--- src/rtl/mem_stage_ctrl.sv ---
// mem_stage_ctrl: MEM-stage controller between the EX/MEM register and the
// data cache port. Issues one load/store per EX/MEM instruction, builds byte
// enables and lane-shifted store data, aligns/extends load data, stalls the
// front of the pipe until the cache answers, and parks the finished result
// while downstream is frozen so the access is never repeated.
//
// Handshake: a request (dmem_read/dmem_write with address, data, mbe) is held
// stable from issue until the one-cycle dmem_resp pulse; the response may
// arrive in the issue cycle. pipe_advance is the EX/MEM->MEM/WB transfer
// strobe sampled at the same edge.
//
// Optional feature: define MEM_STALL_PERF_EN to add the saturating
// perf_mem_ops / perf_stall_cycles counters.
// The FSM state is exported on dbg_state (0=IDLE, 1=BUSY, 2=DONE).
module mem_stage_ctrl #(
    parameter int ADDR_W = 32,
    parameter int DATA_W = 32
) (
    input  logic              clk,
    input  logic              rst,
    input  logic              exmem_valid,
    input  logic              exmem_mem_read,
    input  logic              exmem_mem_write,
    input  logic [2:0]        exmem_funct3,
    input  logic [ADDR_W-1:0] exmem_alu_out,
    input  logic [DATA_W-1:0] exmem_rs2_out,
    input  logic              pipe_advance,
    input  logic              dmem_resp,
    input  logic [DATA_W-1:0] dmem_rdata,
    output logic              dmem_read,
    output logic              dmem_write,
    output logic [ADDR_W-1:0] dmem_address,
    output logic [DATA_W-1:0] dmem_wdata,
    output logic [3:0]        dmem_mbe,
    output logic              mem_stall,
    output logic [DATA_W-1:0] mem_rdata,
    output logic              mem_misalign,
`ifdef MEM_STALL_PERF_EN
    output logic [31:0]       perf_mem_ops,
    output logic [31:0]       perf_stall_cycles,
`endif
    output logic [1:0]        dbg_state
);

    typedef enum logic [1:0] {
        ST_IDLE = 2'd0,
        ST_BUSY = 2'd1,
        ST_DONE = 2'd2
    } state_t;

    state_t            state_q, state_d;
    logic [DATA_W-1:0] held_q, held_d;

    logic              is_access;
    logic              misalign_raw;
    logic              op;
    logic              req;
    logic              resp_take;
    logic              is_store;
    logic [DATA_W-1:0] aligned;
    logic [3:0]        lane_mbe;
    logic [DATA_W-1:0] lane_wdata;
    logic [7:0]        sel_byte;
    logic [15:0]       sel_half;

    // Decode the access: legality, request qualification, load alignment and store lanes.
    always_comb begin
        is_access    = exmem_valid & (exmem_mem_read | exmem_mem_write);
        // Invalid size codes are folded into misalignment so they are never issued.
        misalign_raw = (exmem_funct3 == 3'b011) | (exmem_funct3 == 3'b110) |
                       (exmem_funct3 == 3'b111) |
                       ((exmem_funct3[1:0] == 2'b01) & exmem_alu_out[0]) |
                       ((exmem_funct3[1:0] == 2'b10) & (exmem_alu_out[1:0] != 2'b00));
        op           = rst & is_access & ~misalign_raw;
        req          = op & (state_q != ST_DONE);
        resp_take    = req & dmem_resp;
        // A store wins when both read and write are flagged.
        is_store     = exmem_mem_write;

        sel_byte = dmem_rdata[7:0];
        case (exmem_alu_out[1:0])
            2'b00:   sel_byte = dmem_rdata[7:0];
            2'b01:   sel_byte = dmem_rdata[15:8];
            2'b10:   sel_byte = dmem_rdata[23:16];
            default: sel_byte = dmem_rdata[31:24];
        endcase
        sel_half = exmem_alu_out[1] ? dmem_rdata[31:16] : dmem_rdata[15:0];

        aligned = dmem_rdata;
        case (exmem_funct3)
            3'b000:  aligned = {{24{sel_byte[7]}}, sel_byte};
            3'b100:  aligned = {24'b0, sel_byte};
            3'b001:  aligned = {{16{sel_half[15]}}, sel_half};
            3'b101:  aligned = {16'b0, sel_half};
            default: aligned = dmem_rdata;
        endcase

        lane_mbe   = 4'b1111;
        lane_wdata = exmem_rs2_out;
        case (exmem_funct3[1:0])
            2'b00: begin
                lane_mbe   = 4'b0001 << exmem_alu_out[1:0];
                lane_wdata = {4{exmem_rs2_out[7:0]}};
            end
            2'b01: begin
                lane_mbe   = 4'b0011 << exmem_alu_out[1:0];
                lane_wdata = {2{exmem_rs2_out[15:0]}};
            end
            default: begin
                lane_mbe   = 4'b1111;
                lane_wdata = exmem_rs2_out;
            end
        endcase
    end

    // Drive the cache port and pipeline-facing outputs; everything reads 0 while in reset.
    always_comb begin
        dmem_read    = req & ~is_store;
        dmem_write   = req & is_store;
        dmem_address = req ? {exmem_alu_out[ADDR_W-1:2], 2'b00} : '0;
        dmem_wdata   = (req & is_store) ? lane_wdata : '0;
        dmem_mbe     = req ? (is_store ? lane_mbe : 4'b1111) : 4'b0000;
        mem_stall    = op & (state_q != ST_DONE) & ~dmem_resp;
        mem_misalign = rst & is_access & misalign_raw;
        if (!rst || mem_misalign) begin
            mem_rdata = '0;
        end else if (state_q == ST_DONE) begin
            mem_rdata = held_q;
        end else begin
            mem_rdata = aligned;
        end
        dbg_state = state_q;
    end

    // Next-state logic: wait for the response, then park the result if downstream is frozen.
    always_comb begin
        state_d = state_q;
        held_d  = held_q;
        case (state_q)
            ST_IDLE: begin
                if (op) begin
                    if (dmem_resp) begin
                        held_d  = aligned;
                        state_d = pipe_advance ? ST_IDLE : ST_DONE;
                    end else begin
                        state_d = ST_BUSY;
                    end
                end
            end
            ST_BUSY: begin
                if (dmem_resp) begin
                    held_d  = aligned;
                    state_d = pipe_advance ? ST_IDLE : ST_DONE;
                end
            end
            ST_DONE: begin
                if (pipe_advance) state_d = ST_IDLE;
            end
            default: state_d = ST_IDLE;
        endcase
    end

    // State and held-result registers.
    always_ff @(posedge clk or negedge rst) begin
        if (!rst) begin
            state_q <= ST_IDLE;
            held_q  <= '0;
        end else begin
            state_q <= state_d;
            held_q  <= held_d;
        end
    end

`ifdef MEM_STALL_PERF_EN
    logic [31:0] ops_q, ops_d, stl_q, stl_d;

    // Saturating counters for completed accesses and stalled cycles.
    always_comb begin
        ops_d = ops_q;
        stl_d = stl_q;
        if (resp_take && ops_q != 32'hFFFF_FFFF) ops_d = ops_q + 32'd1;
        if (mem_stall && stl_q != 32'hFFFF_FFFF) stl_d = stl_q + 32'd1;
    end

    // Counter registers.
    always_ff @(posedge clk or negedge rst) begin
        if (!rst) begin
            ops_q <= '0;
            stl_q <= '0;
        end else begin
            ops_q <= ops_d;
            stl_q <= stl_d;
        end
    end

    assign perf_mem_ops      = ops_q;
    assign perf_stall_cycles = stl_q;
`else
    logic unused_resp_take;
    assign unused_resp_take = resp_take;
`endif

endmodule

--- config.mk ---
export PLATFORM = sky130hd
export DESIGN_NAME = mem_stage_ctrl
export DESIGN_NICKNAME = d
export VERILOG_FILES = /design/src/rtl/mem_stage_ctrl.sv
export SDC_FILE = /design/constraint.sdc
export NUM_CORES = 1
export LEC_CHECK = 0
export ABC_AREA = 1
export CAP_MARGIN = 20
export CORE_ASPECT_RATIO = 0.5
export CORE_UTILIZATION = 50
export DETAILED_ROUTE_END_ITERATION = 8
export DONT_BUFFER_PORTS = 1
export GPL_TIMING_DRIVEN = 0
export PLACE_DENSITY = 0.74
export SYNTH_ARGS = -nofsm -noshare
export SYNTH_HDL_FRONTEND = slang
export SYNTH_SLANG_ARGS = --single-unit
--- constraint.sdc ---
create_clock -name clk -period 4.17 [get_ports clk]
set_input_delay 0.834 -clock clk [delete_from_list [all_inputs] [get_ports clk]]
set_output_delay 0.834 -clock clk [all_outputs]
set_load 0.05 [all_outputs]
==> out/results.md <==
## Outcome
• complete, but fails checks — result of the run
• design-rule violations — violations in the final reports

## Route
• 12900 microns — aggregate routed wire length
• 4455 — total vias in the final route
• 0 — Post-DRT Antenna Nets
• 11 — number of DRC violations after detailed routing
• 16.1 microns — Routed wire per std cell
• 643 — first-iteration detailed-routing DRC count
• 5.58 — Avg Vias per Cell
• 8 — first-pass detailed-route iteration total

## Place
• 792 — number of placed cells counting well taps
• 0.00393 sq mm — total placed instance area
• 0.594 ns — Worst Setup Slack post-DPL
• 10100 microns — DP Wirelength
• 0 — I/O Buffers
• 0.937 — placer congestion estimate

## Clocking
• 0 — post-CTS setup buffers
• 5 — clock buffer count from CTS
• 0.06 ns — register clock-pin slew on the reported worst setup and hold paths
• 0 — post-cts repair resize count
• 34 — clock sink count
• 2 — CTS H-tree lvls
• sky130_fd_sc_hd__clkbuf_16 — root buf cell
• built — CTS tree
• 0.28 ns — clock insertion delay at the later pin of the skew report
• 2 — maximum buffer depth of the clock tree
• 0 — Hold-fix buffers, CTS

## Pwr
• 0.502 — Comb pwr share
• 0.212 — part of the power in the clock network
• 1.03 mW — Power Internal
• 505 mW/mm^2 — power density relative to cell area
• 2.52 nW — P_leak
• 0.504 — switching share of total power
• 176 uV — Max rail drop VDD
• 0.285 — register share of total power
• 1.04 mW — net switching power

## Synthesis
• 0 — multiplexer fraction of the synthesized cell area
• 695 — cell count after synthesis
• 0 — yosys warns
• 0.00381 sq mm — area of the mapped netlist
• 0 — share of the synthesized netlist area taken by xor and xnor gates
• 0.223 — sequential-to-total area share from yosys stat
• 27 — number of distinct library cells after synthesis
• 34 — count of state elements after synthesis
• 0.516 — simple-gate share of the synthesized area
• 0 — post-synthesis share of cell area spent on full adders, half adders and majority gates
• 5.48 sq um — post-synthesis average cell area
• 0.103 — Compound-Gate Fraction of Synth Area
• simple AND/OR/NAND/NOR gates — largest family of logic cells by synthesized area

## Global route
• 19600 microns — wire length of the first global-routing pass
• 3778 — via count of the first global-routing pass
• 0 — total overflow reported by the global router
• 0 — antenna violations before repair
• 36 — maximum number of pins on one net before global-route repair
• 0.314 — total routing usage reported by global routing

## STA
• 0.437 ns — final critical-path setup slack
• 0 — endpoints failing hold
• no — unrepaired setup endpoints after global routing
• 0 — number of slew-limit violations in the final report
• 0 — final setup violating endpoints
• 0.00318 ns — final setup skew
• 1.07 ns — transition time of the tightest slew-check pin
• 0.268 GHz — peak clock frequency supported by timing
• 0 ns — final setup TNS
• 0.290 — relative max-transition margin
• 3.73 ns — time the worst path needs with I/O delays and setup
• 0.895 — fraction of the cycle the final worst path needs

## Cells and area
• 851 sq um — sequential cell area in the final layout
• 0.00237 sq mm — multi-input gate area in the final layout
• 799 — Layout Cells excl Fill
• 0.00410 sq mm — Design Area, Final
• 0.558 — share of the core filled with cells
• 7.69% — Syn-to-layout area delta
• 0 — count of inserted antenna diode cells
• 809 — nets@finish
• 788 — Fill cells
• 0.101 — layout cells sized above 1

## Critical path
• 4 — count of buffer and inverter cells on the critical path
• 5 — number of cells on the worst reg-to-reg path
• register to output port — critical path start-end classification
• 7 — instance count on the critical path
• output port — CP endpoint kind
• 0.72 ns — slowest stage delay, CP
• 10 — Max FO, Critical Path
• register — startpoint types
• buffers and inverters — crit-path leading delay family
• 2.90 ns — Arrival @ worst endpoint
• inv_1 -> nor2_1 -> inv_1 -> buf_2 -> buf_1 -> o211ai_1 -> nor2_1 — sequence of cells on the critical path
• 3.34 ns — Req. time, crit path
• sky130_fd_sc_hd__nor2_1 — slowest cell on the critical path

## Floorplan
• 212 — Ports
• 22 — row count
• 63.7 microns — DIE HEIGHT
• 0.00735 sq mm — standard cell core area
• 0.518 — Initial Utilization
• 125 microns — floorplan die width
• 0.00799 sq mm — area of the die

## Worst hold path
• input port to asynchronous set/reset pin — Worst Hold Class

## Job
• 0 — number of maximum-capacitance violations

[power by group through the flow]
stage	logic, mW	clock network (mW)	registers, mW
6_report	1.04	0.440	0.591
3_3_place_gp	1.02	0	0.590
4_1_cts	1.04	0.441	0.590
5_1_grt	1.14	0.456	0.609
2_1_floorplan	0.880	0	0.574
3_5_place_dp	1.03	0	0.594
[synth_stat cells (all sizes together)]
library cell / number / share of area
buf: 35 / 0.062
nand2: 222 / 0.22
o21ai: 32 / 0.042
o211ai: 15 / 0.030
clkbuf: 11 / 0.011
nand3: 45 / 0.064
nor2: 167 / 0.18
a21oi: 22 / 0.030
conb: 1 / 0.00098
inv: 84 / 0.083
a22oi: 1 / 0.0020
nor3: 1 / 0.0013
nand4: 24 / 0.039
nand3b: 1 / 0.0020
dfrtp: 34 / 0.22
[placed cells by master, fill, tap and decap left out, types with 3 or more instances in the layout]
cell type / netlist / final
sky130_fd_sc_hd__a21oi_1: 21 / 21
sky130_fd_sc_hd__buf_2: 17 / 17
sky130_fd_sc_hd__buf_4: 10 / 10
sky130_fd_sc_hd__buf_6: 6 / 6
sky130_fd_sc_hd__clkbuf_1: 11 / 11
sky130_fd_sc_hd__clkbuf_16: 0 / 5
sky130_fd_sc_hd__dfrtp_1: 34 / 34
sky130_fd_sc_hd__inv_1: 78 / 78
sky130_fd_sc_hd__inv_2: 5 / 5
sky130_fd_sc_hd__nand2_1: 217 / 217
sky130_fd_sc_hd__nand2_2: 3 / 3
sky130_fd_sc_hd__nand3_1: 41 / 41
sky130_fd_sc_hd__nand3_2: 4 / 4
sky130_fd_sc_hd__nand4_1: 24 / 24
sky130_fd_sc_hd__nor2_1: 152 / 152
sky130_fd_sc_hd__nor2_2: 11 / 11
sky130_fd_sc_hd__o211ai_1: 15 / 15
sky130_fd_sc_hd__o21ai_0: 32 / 32
[per-stage QoR]
stage | hold WS (ns) | power [mW]
final | 0.244 | 2.07
after global routing | 0.236 | 2.21
after CTS | 0.243 | 2.07
after detailed placement | 0.459 | 1.63
after global placement | 0.455 | 1.61
after floorplan | 0.442 | 1.45
[flip-flops by register name (all words and copies together) (netlist names)]
signal / flops
held_q: 32
dbg_state: 2
[kinds of logic (layout without fill, tap and decap cells)]
kind of cell    count (synthesis)  after routing
simple gates                  460            460
buf+inv                       130            137
compound gates                 70             70
other cells                     1              2
flops                          34             34
[layer usage]
layer / GRT usage / vias up / share of wire
met5: 0 / - / 0
met4: 0.0838 / 0 / 0.020
met1: 0.406 / 2023 / 0.41
met2: 0.545 / 245 / 0.48
met3: 0.0510 / 24 / 0.087
li1: - / 2163 / -
[layout make-up]
| class | count | area share |
|---|---|---|
| well taps | 96 | 0.0293 |
| clock buffers | 6 | 0.0339 |
| flip-flops and latches | 34 | 0.207 |
| multi-input cells | 532 | 0.577 |
| clock inverters | 1 | 0.00732 |
| inverters | 84 | 0.0775 |
| plain buffers | 46 | 0.0674 |
[path summary, 6_finish.rpt]
kind,slack (ns),endpoint,startpoint
min,0.24,held_q[18],rst
max reg2reg,2.41,dbg_state[1],dbg_state[1]
max in group asynchronous,3.84,held_q[6],rst
max,0.44,mem_rdata[6],dbg_state[1]
min reg2reg,0.47,held_q[6],held_q[6]
min in group clk,0.47,held_q[6],held_q[6]
No activity file was read; power rests on OpenSTA's default activity.
